--- src/rtl/tron_mem_arbiter_if.sv ---
// ---------------------------------------------------------------------------
// tron_mem_arbiter_if
// Bundles the CPU load/store port, the read-only video/DMA port and the
// single-port RAM port that the Tron memory arbiter sits between.
//
// Signals
//   cpuReq/cpuWe/cpuAddr/cpuWdata  CPU request side (level req, held to ack)
//   cpuRdata/cpuAck                CPU response side (registered data, 1-cycle ack)
//   vidReq/vidAddr                 video request side (read only)
//   vidRdata/vidAck                video response side
//   memAddr/memWdata/memWe         RAM command side
//   memRdata                       RAM read data, valid the cycle after its address
//
// Modports
//   master : requesters plus RAM model (drive requests and memRdata)
//   slave  : the arbiter
// ---------------------------------------------------------------------------
interface tron_mem_arbiter_if;
  logic        cpuReq;
  logic        cpuWe;
  logic [15:0] cpuAddr;
  logic [15:0] cpuWdata;
  logic [15:0] cpuRdata;
  logic        cpuAck;
  logic        vidReq;
  logic [15:0] vidAddr;
  logic [15:0] vidRdata;
  logic        vidAck;
  logic [15:0] memAddr;
  logic [15:0] memWdata;
  logic        memWe;
  logic [15:0] memRdata;

  modport master (
    output cpuReq, cpuWe, cpuAddr, cpuWdata, vidReq, vidAddr, memRdata,
    input  cpuRdata, cpuAck, vidRdata, vidAck, memAddr, memWdata, memWe
  );

  modport slave (
    input  cpuReq, cpuWe, cpuAddr, cpuWdata, vidReq, vidAddr, memRdata,
    output cpuRdata, cpuAck, vidRdata, vidAck, memAddr, memWdata, memWe
  );
endinterface

--- src/rtl/tron_mem_arbiter.sv ---
// ---------------------------------------------------------------------------
// tron_mem_arbiter
// Shares the Tron single-port 16-bit synchronous-read RAM between the CPU
// load/store path and a read-only video/DMA fetch port. Each access is a
// two-cycle sequence: a grant cycle that drives the RAM command, then a
// response cycle that pulses the matching ack while the RAM data is captured
// into that port's read-data register. CPU has priority; a starvation
// counter forces a video win once STARVE_LIMIT CPU grants have been taken
// while video was waiting.
//
// Parameters
//   STARVE_LIMIT  CPU grants tolerated while vidReq waits (1..15)
//
// Ports
//   i_clk    system clock, rising edge
//   i_reset  synchronous reset, ACTIVE LOW
//   io_bus   tron_mem_arbiter_if.slave (CPU, video and RAM ports)
// ---------------------------------------------------------------------------
module tron_mem_arbiter #(
  parameter int STARVE_LIMIT = 4
) (
  input  logic                 i_clk,
  input  logic                 i_reset,
  tron_mem_arbiter_if.slave    io_bus
);

  localparam logic [3:0] LIMIT = 4'(STARVE_LIMIT);

  typedef enum logic [2:0] {
    IDLE,
    CPU_GNT,
    VID_GNT,
    CPU_RSP,
    VID_RSP
  } state_t;

  state_t      r_state;
  state_t      w_nextState;
  logic [3:0]  r_starveCnt;
  logic [15:0] r_cpuRdata;
  logic [15:0] r_vidRdata;
  logic [15:0] w_memAddr;
  logic [15:0] w_memWdata;
  logic        w_memWe;

  // State register.
  always_ff @(posedge i_clk) begin
    if (!i_reset) begin
      r_state <= IDLE;
    end else begin
      r_state <= w_nextState;
    end
  end

  // Next-state logic. A response state hands straight over to the other
  // requester if it is waiting; the port just served never re-wins here, so
  // a same-port back-to-back access always goes through IDLE.
  always_comb begin
    w_nextState = r_state;
    case (r_state)
      IDLE: begin
        if (io_bus.vidReq && (r_starveCnt == LIMIT)) begin
          w_nextState = VID_GNT;
        end else if (io_bus.cpuReq) begin
          w_nextState = CPU_GNT;
        end else if (io_bus.vidReq) begin
          w_nextState = VID_GNT;
        end
      end
      CPU_GNT: w_nextState = CPU_RSP;
      VID_GNT: w_nextState = VID_RSP;
      CPU_RSP: w_nextState = io_bus.vidReq ? VID_GNT : IDLE;
      VID_RSP: w_nextState = io_bus.cpuReq ? CPU_GNT : IDLE;
      default: w_nextState = IDLE;
    endcase
  end

  // RAM command decode. The write enable is qualified by reset so a reset
  // landing in a CPU grant cycle cannot produce a partial write.
  always_comb begin
    w_memAddr  = 16'h0000;
    w_memWdata = 16'h0000;
    w_memWe    = 1'b0;
    if (r_state == CPU_GNT) begin
      w_memAddr  = io_bus.cpuAddr;
      w_memWdata = io_bus.cpuWdata;
      w_memWe    = io_bus.cpuWe & i_reset;
    end else if (r_state == VID_GNT) begin
      w_memAddr  = io_bus.vidAddr;
    end
  end

  // Starvation counter. Every grant state lasts one cycle, so a next state of
  // CPU_GNT/VID_GNT is always an entry into it.
  always_ff @(posedge i_clk) begin
    if (!i_reset) begin
      r_starveCnt <= 4'd0;
    end else if (!io_bus.vidReq) begin
      r_starveCnt <= 4'd0;
    end else if (w_nextState == VID_GNT) begin
      r_starveCnt <= 4'd0;
    end else if ((w_nextState == CPU_GNT) && (r_starveCnt != LIMIT)) begin
      r_starveCnt <= r_starveCnt + 4'd1;
    end
  end

  // Read-data capture at the end of each response cycle. Stores also load
  // the register; the CPU ignores that value.
  always_ff @(posedge i_clk) begin
    if (!i_reset) begin
      r_cpuRdata <= 16'h0000;
      r_vidRdata <= 16'h0000;
    end else begin
      if (r_state == CPU_RSP) begin
        r_cpuRdata <= io_bus.memRdata;
      end
      if (r_state == VID_RSP) begin
        r_vidRdata <= io_bus.memRdata;
      end
    end
  end

  assign io_bus.cpuAck   = (r_state == CPU_RSP);
  assign io_bus.vidAck   = (r_state == VID_RSP);
  assign io_bus.cpuRdata = r_cpuRdata;
  assign io_bus.vidRdata = r_vidRdata;
  assign io_bus.memAddr  = w_memAddr;
  assign io_bus.memWdata = w_memWdata;
  assign io_bus.memWe    = w_memWe;

endmodule
--- src/flat_wrapper.sv ---
// flat-port wrapper written by rule: the top's interface ports become plain ports
module tron_mem_arbiter_flat 
#(
  parameter int STARVE_LIMIT = 4
)
  (i_clk, i_reset, io_bus_cpuReq, io_bus_cpuWe, io_bus_cpuAddr, io_bus_cpuWdata, io_bus_vidReq, io_bus_vidAddr, io_bus_memRdata, io_bus_cpuRdata, io_bus_cpuAck, io_bus_vidRdata, io_bus_vidAck, io_bus_memAddr, io_bus_memWdata, io_bus_memWe);
  tron_mem_arbiter_if io_bus_i ();
  input  logic i_clk;
  input  logic i_reset;
  input wire logic [$bits(io_bus_i.cpuReq)-1:0] io_bus_cpuReq;
  input wire logic [$bits(io_bus_i.cpuWe)-1:0] io_bus_cpuWe;
  input wire logic [$bits(io_bus_i.cpuAddr)-1:0] io_bus_cpuAddr;
  input wire logic [$bits(io_bus_i.cpuWdata)-1:0] io_bus_cpuWdata;
  input wire logic [$bits(io_bus_i.vidReq)-1:0] io_bus_vidReq;
  input wire logic [$bits(io_bus_i.vidAddr)-1:0] io_bus_vidAddr;
  input wire logic [$bits(io_bus_i.memRdata)-1:0] io_bus_memRdata;
  output wire logic [$bits(io_bus_i.cpuRdata)-1:0] io_bus_cpuRdata;
  output wire logic [$bits(io_bus_i.cpuAck)-1:0] io_bus_cpuAck;
  output wire logic [$bits(io_bus_i.vidRdata)-1:0] io_bus_vidRdata;
  output wire logic [$bits(io_bus_i.vidAck)-1:0] io_bus_vidAck;
  output wire logic [$bits(io_bus_i.memAddr)-1:0] io_bus_memAddr;
  output wire logic [$bits(io_bus_i.memWdata)-1:0] io_bus_memWdata;
  output wire logic [$bits(io_bus_i.memWe)-1:0] io_bus_memWe;
  assign io_bus_i.cpuReq = io_bus_cpuReq;
  assign io_bus_i.cpuWe = io_bus_cpuWe;
  assign io_bus_i.cpuAddr = io_bus_cpuAddr;
  assign io_bus_i.cpuWdata = io_bus_cpuWdata;
  assign io_bus_i.vidReq = io_bus_vidReq;
  assign io_bus_i.vidAddr = io_bus_vidAddr;
  assign io_bus_i.memRdata = io_bus_memRdata;
  assign io_bus_cpuRdata = io_bus_i.cpuRdata;
  assign io_bus_cpuAck = io_bus_i.cpuAck;
  assign io_bus_vidRdata = io_bus_i.vidRdata;
  assign io_bus_vidAck = io_bus_i.vidAck;
  assign io_bus_memAddr = io_bus_i.memAddr;
  assign io_bus_memWdata = io_bus_i.memWdata;
  assign io_bus_memWe = io_bus_i.memWe;
  tron_mem_arbiter #(.STARVE_LIMIT(STARVE_LIMIT)) u_core (.i_clk(i_clk), .i_reset(i_reset), .io_bus(io_bus_i));
endmodule
--- config.mk ---
export PLATFORM = sky130hd
export DESIGN_NAME = tron_mem_arbiter_flat
export DESIGN_NICKNAME = d
export VERILOG_FILES = /design/src/rtl/tron_mem_arbiter_if.sv /design/src/rtl/tron_mem_arbiter.sv /design/src/flat_wrapper.sv
export SDC_FILE = /design/constraint.sdc
export NUM_CORES = 1
export LEC_CHECK = 0
export BUFFER_PORTS_ARGS = -buffer_cell sky130_fd_sc_hd__buf_2
export CAP_MARGIN = 20
export CORE_MARGIN = 3
export CORE_UTILIZATION = 43
export CTS_CLUSTER_SIZE = 12
export DETAILED_ROUTE_END_ITERATION = 7
export PLACE_DENSITY = 0.87
export SLEW_MARGIN = 20
export SYNTH_ARGS = -nofsm -noshare
export SYNTH_HDL_FRONTEND = slang
export SYNTH_SLANG_ARGS = --single-unit
export TNS_END_PERCENT = 10
--- constraint.sdc ---
create_clock -name i_clk -period 2.5 [get_ports i_clk]
set_input_delay 0.5 -clock i_clk [delete_from_list [all_inputs] [get_ports i_clk]]
set_output_delay 0.5 -clock i_clk [all_outputs]
set_load 0.05 [all_outputs]
# After elaboration in Yosys (flattened, before gate mapping)
# Index checks and enable logic that the tools add are counted.
# op_classes
add_sub_neg,1
bitwise_logic,3
eq_ne,8
reduce_logical,4
n_mux,10
# op_table
op,count
16-bit two-way mux,3
3-bit one-hot mux with 5 select lines,1
"3-bit by 2-bit == test with 1-bit output, second input constant",3
3-bit two-way mux,3
"3-bit by 1-bit == test with 1-bit output, second input constant",2
"4-bit by 1-bit adder with 4-bit output, second input constant",1
"4-bit by 3-bit == test with 1-bit output, second input constant",1
"4-bit by 3-bit != test with 1-bit output, second input constant",1
"3-bit == test, second input constant",1
3-bit logical NOT,1
3-bit OR reduction,1
1-bit logical AND,2
1-bit two-way mux,2
2-bit two-way mux,1
1-bit inverter,2
1-bit bitwise AND,1
# totals
output_inout_bits,67
word_cells,30
regBits,39
inputBits,69

# Longest topological paths before layout
# Gate-level depths: netlist of run 1.
# depth
depth_word,6
mapped_depth,7
mapped_depth_nobuf,6

# Least setup slack after synthesis of run 1
# Ideal clock, no wire load.
# synth_timing
path_kind,register to output
from,register u_core.r_state[0]
to,output port io_bus_memAddr[10]
n_path_buf,2
t_required_ns,2.000
slack_ns,0.597
stages_incl_launch_ff,5
arrival_time_ns,1.403
path_cell_list,dfxtp_1 buf_4 nor3b_4 buf_4 a22o_1
# synth_between
elab_chain_len,3
word_cells_on_any_way,4
cone_classes,eq/ne: 2; mux: 2
# synth_lines
element,line_no,text
start: declaration,tron_mem_arbiter.sv:37,state_t r_state;
start signal: assignment,tron_mem_arbiter.sv:51,r_state <= w_nextState;
3-bit by 2-bit == test with 1-bit output,tron_mem_arbiter.sv:88,end else if (r_state == VID_GNT) begin
16-bit two-way mux,tron_mem_arbiter.sv:88,
16-bit two-way mux *,tron_mem_arbiter.sv:84,if (r_state == CPU_GNT) begin
end: declaration,flat_wrapper.sv:21,output wire logic [$bits(io_bus_i.memAddr)-1:0] io_bus_memAddr;
# Mark *: on every way between the ends. The rest lies on a longest branch, timed or not.

# Final worst setup path of run 1
# layout_timing
from,register u_core.r_state[1]
to,output port io_bus_memAddr[5]
# The elaborated chain is that of the path after synthesis.

==> results of run 1 <==
-- metal layers --
layer | global-route usage (%) | routed length [um] | vias up
li1 | - | - | 1018
met1 | 22.5 | 2130 | 893
met2 | 35.5 | 2620 | 84
met3 | 7.67 | 537 | 6
met4 | 7.52 | 48 | 0
met5 | 0 | 0 | -
-- flip-flops by register name, summed over array words and instances (netlist names) --
signal,cells
u_core.io_bus.cpuRdata,16
u_core.io_bus.vidRdata,16
u_core.r_starveCnt,4
u_core.r_state,3
-- synth_stat cells, drive strengths merged --
master / count / area, um^2
a2111oi: 1 / 8.76
a21boi: 1 / 7.51
a21o: 2 / 15.0
a21oi: 34 / 170
a22o: 18 / 158
and2: 17 / 106
and3: 2 / 12.5
buf: 10 / 68.8
clkbuf: 4 / 15.0
clkinv: 2 / 7.51
dfxtp: 39 / 781
ha: 2 / 25.0
inv: 3 / 11.3
mux2: 2 / 26.3
nand2: 67 / 254
nand2b: 2 / 12.5
nand3: 2 / 10.0
nand3b: 3 / 35.0
nor2: 2 / 10.0
nor3: 1 / 5.00
nor3b: 2 / 31.3
nor4: 2 / 18.8
o21ai: 1 / 5.00
o31a: 1 / 8.76
o31ai: 1 / 7.51
-- cells by family after synthesis --
| kind of cell | synth area share (%) |
|---|---|
| fa+ha+maj | 1.38 |
| compound gates | 21.0 |
| flops | 43.1 |
| buf+inv | 5.67 |
| simple gates | 27.4 |
| mux | 1.45 |
-- report_power, final --
group / switching [mW] / internal [mW] / total, mW / leakage (nW)
Clock: 0.204 / 0.196 / 0.400 / 0.0422
Combinational: 0.312 / 0.135 / 0.446 / 0.988
Sequential: 0.0151 / 0.639 / 0.654 / 0.316
Total: 0.531 / 0.969 / 1.50 / 1.35
-- area by class of cell --
cell class / count / area [um^2]
timing repair buffer: 143 / 736
inverter: 5 / 18.8
sequential: 39 / 781
clock buffer: 7 / 76.3
multi-input combinational: 163 / 927
fill: 362 / 1250
clock inverter: 1 / 5.00
tap: 48 / 60.1
-- stage by stage --
stage	instance area, um^2	util (%)	worst slack (ns)	instances	power [mW]
after global routing	2600	67.6	0.141	406	1.56
after floorplan	1810	-	0.597	221	0.988
final	2600	67.6	0.253	406	1.50
after detailed placement	2520	65.5	0.570	398	1.12
after CTS	2600	67.6	0.245	406	1.52
after global placement	2520	65.5	0.618	398	1.11
-- critical path: cells and delay by family, from the launching register on --
family                 cells  cell delay, ns
AND/OR/NAND/NOR            1            0.27
buffers and inverters      2            0.45
AO/OA/AOI/OAI              1            0.16
flip-flops                 1            0.58
-- how the worst max path moves through the flow --
| stage | startpoint | end | cells after the start |
|---|---|---|---|
| after CTS | u_core.r_state[1] | io_bus_memAddr[5] | 4 |
| after floorplan | u_core.r_state[0] | io_bus_memAddr[10] | 4 |
| after global placement | u_core.r_state[1] | io_bus_memAddr[2] | 4 |
| after detailed placement | u_core.r_state[1] | io_bus_memAddr[5] | 4 |
| final | u_core.r_state[1] | io_bus_memAddr[5] | 4 |
| after global routing | u_core.r_state[1] | io_bus_memAddr[5] | 4 |
==> qor.yml, run 1 <==
finalNetCount: 428
area_overhead_of_the_layout_relative_to_synthesis_pct: 43.8
number_of_clock_sinks: 39
global_route_usage_sum_pct: 20.4
fp.dieArea_um2: 5020
drc_errors: 0
areal_power_density_over_the_cells_nw_per_um2: 576
setup-violations-final: 0
num_rows: 22
io_pins: 136
grt_pass1_wl_um: 8290
worstSetupPathType: "reg -> out"
period_share_pct: 89.9
worst_hold_slack_ns: 0.453
cts_max_path_buffers: 2
floorplan.die.height_um: 70.9
worst-r2r-setup-slack_ns: 0.85
layout_commonest_cell: "sky130_fd_sc_hd__buf_2"
r2r_start: "u_core.r_state[1]"
diodes: 0
floorplan.initialDensity_pct: 47.0
hold_path_depth: 2
worst_hold_startpoint: "u_core.io_bus.cpuRdata[2]"
worstPathCellList: "nor3b_4, buf_4, a22o_1, buf_2"
fp.dieW_um: 70.9
max_freq_mhz: 445
grt_max_degree: 34
yosysWarningCount: 0
cts_tree: "done"
residual_overflow_from_global_routing: 0
cts_setup_buffers: 0
place_congestion: 0.923
mappedNetlistNets: 292
clockRootBuffer: "sky130_fd_sc_hd__clkbuf_8"
critical_path.startpoint_type: "flop"
critPathSlowestCell: "sky130_fd_sc_hd__dfxtp_1"
setup_repair_after_global_routing_missed_its_margin: "false"
critical_path.max_fanout: 10
endpoint_kind: "output port"
min_period_ns: 2.25
worst-r2r-cell-count: 4
mean_area_per_synthesized_cell_um2: 8.19
synth_cell_type_count: 34
route.detailed.vias_per_inst: 4.93
required_ns: 2.00
vias: 2001
finalHoldViolations: 0
antenna_found_initial: 0
first_global_vias: 1761
final_layout_size_suffix_gt1_share_pct: 44.1
max_stage_delay_ns: 0.58
route.antenna.remaining_nets: 0
vdd_ir_drop_max_uv: 363
worst_hold_path.endpoint: "u_core.io_bus.cpuRdata[2]"
syn-instance-count: 221
total_negative_slack_for_setup_checks_ns: 0
static_leakage_nw: 1.35
timing.slew.headroom_pct: 71.4
dp_hpwl_um: 4070
fp.coreArea_um2: 3850
status: "finished clean"
hold_fix_buffer_count_after_cts: 0
cp_data_arrival_time_ns: 1.75
initial_detailed_routing_violation_count: 109
maxSlewViolCount: 0
clk_transition_reported_paths_ns: 0.07
postRouteWirelength_um: 5340
post_synth_instance_area_um2: 1810
timing_worst_slew_pin_value_ns: 0.428
port_buf_inserts: 135
detailedRoute.firstPassIterationCount: 6
routedWlPerCell_um: 13.1
r2r-end: "u_core.r_starveCnt[0]"
insertion_delay_ns: 0.29
post_cts.resized_instances: 0
seq_area_frac_synth_pct: 43.1
ys_ff_latch: 39
finClkSkew_ns: 0.00502
mostFrequentLayoutCells: "135 x sky130_fd_sc_hd__buf_2, 66 x sky130_fd_sc_hd__nand2_1, 39 x sky130_fd_sc_hd__dfxtp_1"
holdCritPathClass: "reg -> reg"
cts-buffers-inserted: 5
cap_viol_max_count: 0
cts-htree-levels: 2
Note: power is estimated with default switching activity, not from simulation.
==> inputs of run 2 (changes only) <==
--- a/config.mk
+++ b/config.mk
@@ -11,6 +11,7 @@
 export CORE_UTILIZATION = 43
 export CTS_CLUSTER_SIZE = 12
 export DETAILED_ROUTE_END_ITERATION = 7
+export GPL_TIMING_DRIVEN = 0
 export PLACE_DENSITY = 0.87
 export SLEW_MARGIN = 20
 export SYNTH_ARGS = -nofsm -noshare
==> qor.yml, run 2 (synthesis results as in run 1) <==
static_leakage_nw: 1.37  # +1.8%
critical_path.max_fanout: 10  # unchanged
worst_hold_startpoint: "u_core.io_bus.cpuRdata[2]"
required_ns: 2.00  # about the same
cts_max_path_buffers: 2  # unchanged
total_power_mw: 1.56  # +4.3%
drc_errors: 0  # unchanged
floorplan.die.height_um: 70.9  # unchanged
min_period_ns: 2.33  # +0.0860 ns
status: "finished clean"
clockRootBuffer: "sky130_fd_sc_hd__clkbuf_8"
final_layout_size_suffix_gt1_share_pct: 44.5  # +0.37 points
global_route_usage_sum_pct: 21.1  # +0.70 points
hold_path_depth: 2  # unchanged
floorplan.initialDensity_pct: 47.0  # unchanged
io_pins: 136  # unchanged
cts_setup_buffers: 0  # unchanged
setup-violations-final: 0  # unchanged
number_of_clock_sinks: 39  # unchanged
critical_path.startpoint_type: "flop"
area_overhead_of_the_layout_relative_to_synthesis_pct: 46.2
mostFrequentLayoutCells: "139 x sky130_fd_sc_hd__buf_2, 66 x sky130_fd_sc_hd__nand2_1, 39 x sky130_fd_sc_hd__dfxtp_1"
route.detailed.vias_per_inst: 5.01  # +1.7%
r2r_start: "u_core.r_starveCnt[0]"
grt_pass1_wl_um: 8740  # +5.4%
layout_commonest_cell: "sky130_fd_sc_hd__buf_2"
initial_detailed_routing_violation_count: 101  # -7.3%
cp_data_arrival_time_ns: 1.83  # +0.08 ns
holdCritPathClass: "reg -> reg"
place_congestion: 0.848  # -8.1%
areal_power_density_over_the_cells_nw_per_um2: 591  # +2.5%
finalInstanceArea_um2: 2650  # +1.7%
fp.dieArea_um2: 5020  # unchanged
timing_worst_slew_pin_value_ns: 0.458  # +0.0303 ns
dpl_cell_area_um2: 2550  # +0.94%
postRouteWirelength_um: 5460  # +2.4%
setup_repair_after_global_routing_missed_its_margin: "false"
grt_max_degree: 12  # -65%
fp.coreArea_um2: 3850  # unchanged
detailedRoute.firstPassIterationCount: 4  # -2
maxSlewViolCount: 0  # unchanged
cts_tree: "done"
cts-htree-levels: 2  # unchanged
max_freq_mhz: 429  # -3.7%
finalHoldViolations: 0  # unchanged
cts-buffers-inserted: 5  # unchanged
insertion_delay_ns: 0.28  # about the same
worstSetupPathType: "reg -> out"
finClkSkew_ns: 0.00508  # +0.0000608 ns
total_negative_slack_for_setup_checks_ns: 0  # unchanged
diodes: 0  # unchanged
antenna_found_initial: 0  # unchanged
fp.dieW_um: 70.9  # unchanged
dp_hpwl_um: 4390  # +7.7%
num_rows: 22  # unchanged
cap_viol_max_count: 0  # unchanged
route.antenna.remaining_nets: 0  # unchanged
vias: 2066  # +3.2%
first_global_vias: 1917  # +8.9%
worst-r2r-setup-slack_ns: 0.93  # +0.08 ns
period_share_pct: 93.3  # +3.4 points
r2r-end: "u_core.r_starveCnt[0]"
final_core_utilization_pct: 68.7  # +1.1 points
endpoint_kind: "output port"
routedWlPerCell_um: 13.3  # +0.91%
worst-r2r-cell-count: 6  # +2
finalNetCount: 434  # +1.4%
timing.slew.headroom_pct: 69.5  # -2.0 points
port_buf_inserts: 135  # unchanged
clk_transition_reported_paths_ns: 0.07  # about the same
vdd_ir_drop_max_uv: 541  # +49%
worst_hold_path.endpoint: "u_core.io_bus.cpuRdata[2]"
residual_overflow_from_global_routing: 0  # unchanged
## run 2: changes by cell type in the layout (fill, tap and decap cells not counted), sizes merged
| cell | before | now |
|---|---|---|
| clkbuf | 7 | 12 |
| buf | 143 | 145 |
| clkinv | 3 | 2 |
## run 2: worst max path at each step
stage,depth (start not counted),end,slack (ns),from
floorplan,4,io_bus_memAddr[10],0.60,u_core.r_state[0]
finish,5,io_bus_memAddr[8],0.17,u_core.r_state[1]
CTS,5,io_bus_memWdata[13],0.10,u_core.r_state[1]
global route,5,io_bus_memAddr[6],0.03,u_core.r_state[1]
detailed placement,5,io_bus_memWdata[13],0.43,u_core.r_state[1]
global placement,5,io_bus_memWdata[7],0.47,u_core.r_state[1]
## run 2: report_power, final
group          switching (mW)  internal [mW]  leakage [nW]
Clock                   0.205          0.252        0.0515
Combinational           0.323          0.138          1.00
Sequential            0.00824          0.639         0.316
Total                   0.536           1.03          1.37
## run 2: repair_timing
action                     4_1_cts  5_1_grt
hold endpoints to repair         0        0
hold buffers                     0        0
setup endpoints to repair        0        1
resized for setup                0        2
## run 2: layout make-up
class | count | area (um^2)
Fill cell | 341 | 1210
Multi-Input combinational cell | 163 | 927
Sequential cell | 39 | 781
Timing Repair Buffer | 135 | 676
Clock buffer | 8 | 100
Buffer | 14 | 85.1
Tap cell | 48 | 60.1
Inverter | 5 | 18.8
## run 2: per-layer routing
layer  routed length, um  part of all wire [%]  global-route usage (%)  vias up
met5                   0                     0                       0        -
met4                  54                  0.99                    5.43        0
met3                 531                   9.7                    6.82        4
met2                2800                    51                    38.4       91
met1                2080                    38                    23.5      937
li1                    -                     -                       -     1034
## run 2: worst max-delay path: stages, from the launching register on
cell and delay [ns]:
sky130_fd_sc_hd__dfxtp_1 0.31, sky130_fd_sc_hd__buf_4 0.18, sky130_fd_sc_hd__nor3b_4 0.38, sky130_fd_sc_hd__buf_4 0.25
sky130_fd_sc_hd__a22o_1 0.17, sky130_fd_sc_hd__buf_2 0.26
## run 2: per-stage QoR
stage / setup WS [ns] / hold WS [ns] / instances
2_1_floorplan: 0.597 / 0.482 / 221
3_3_place_gp: 0.471 / 0.439 / 404
3_5_place_dp: 0.428 / 0.445 / 404
4_1_cts: 0.105 / 0.452 / 412
5_1_grt: 0.0269 / 0.456 / 412
6_report: 0.167 / 0.452 / 412
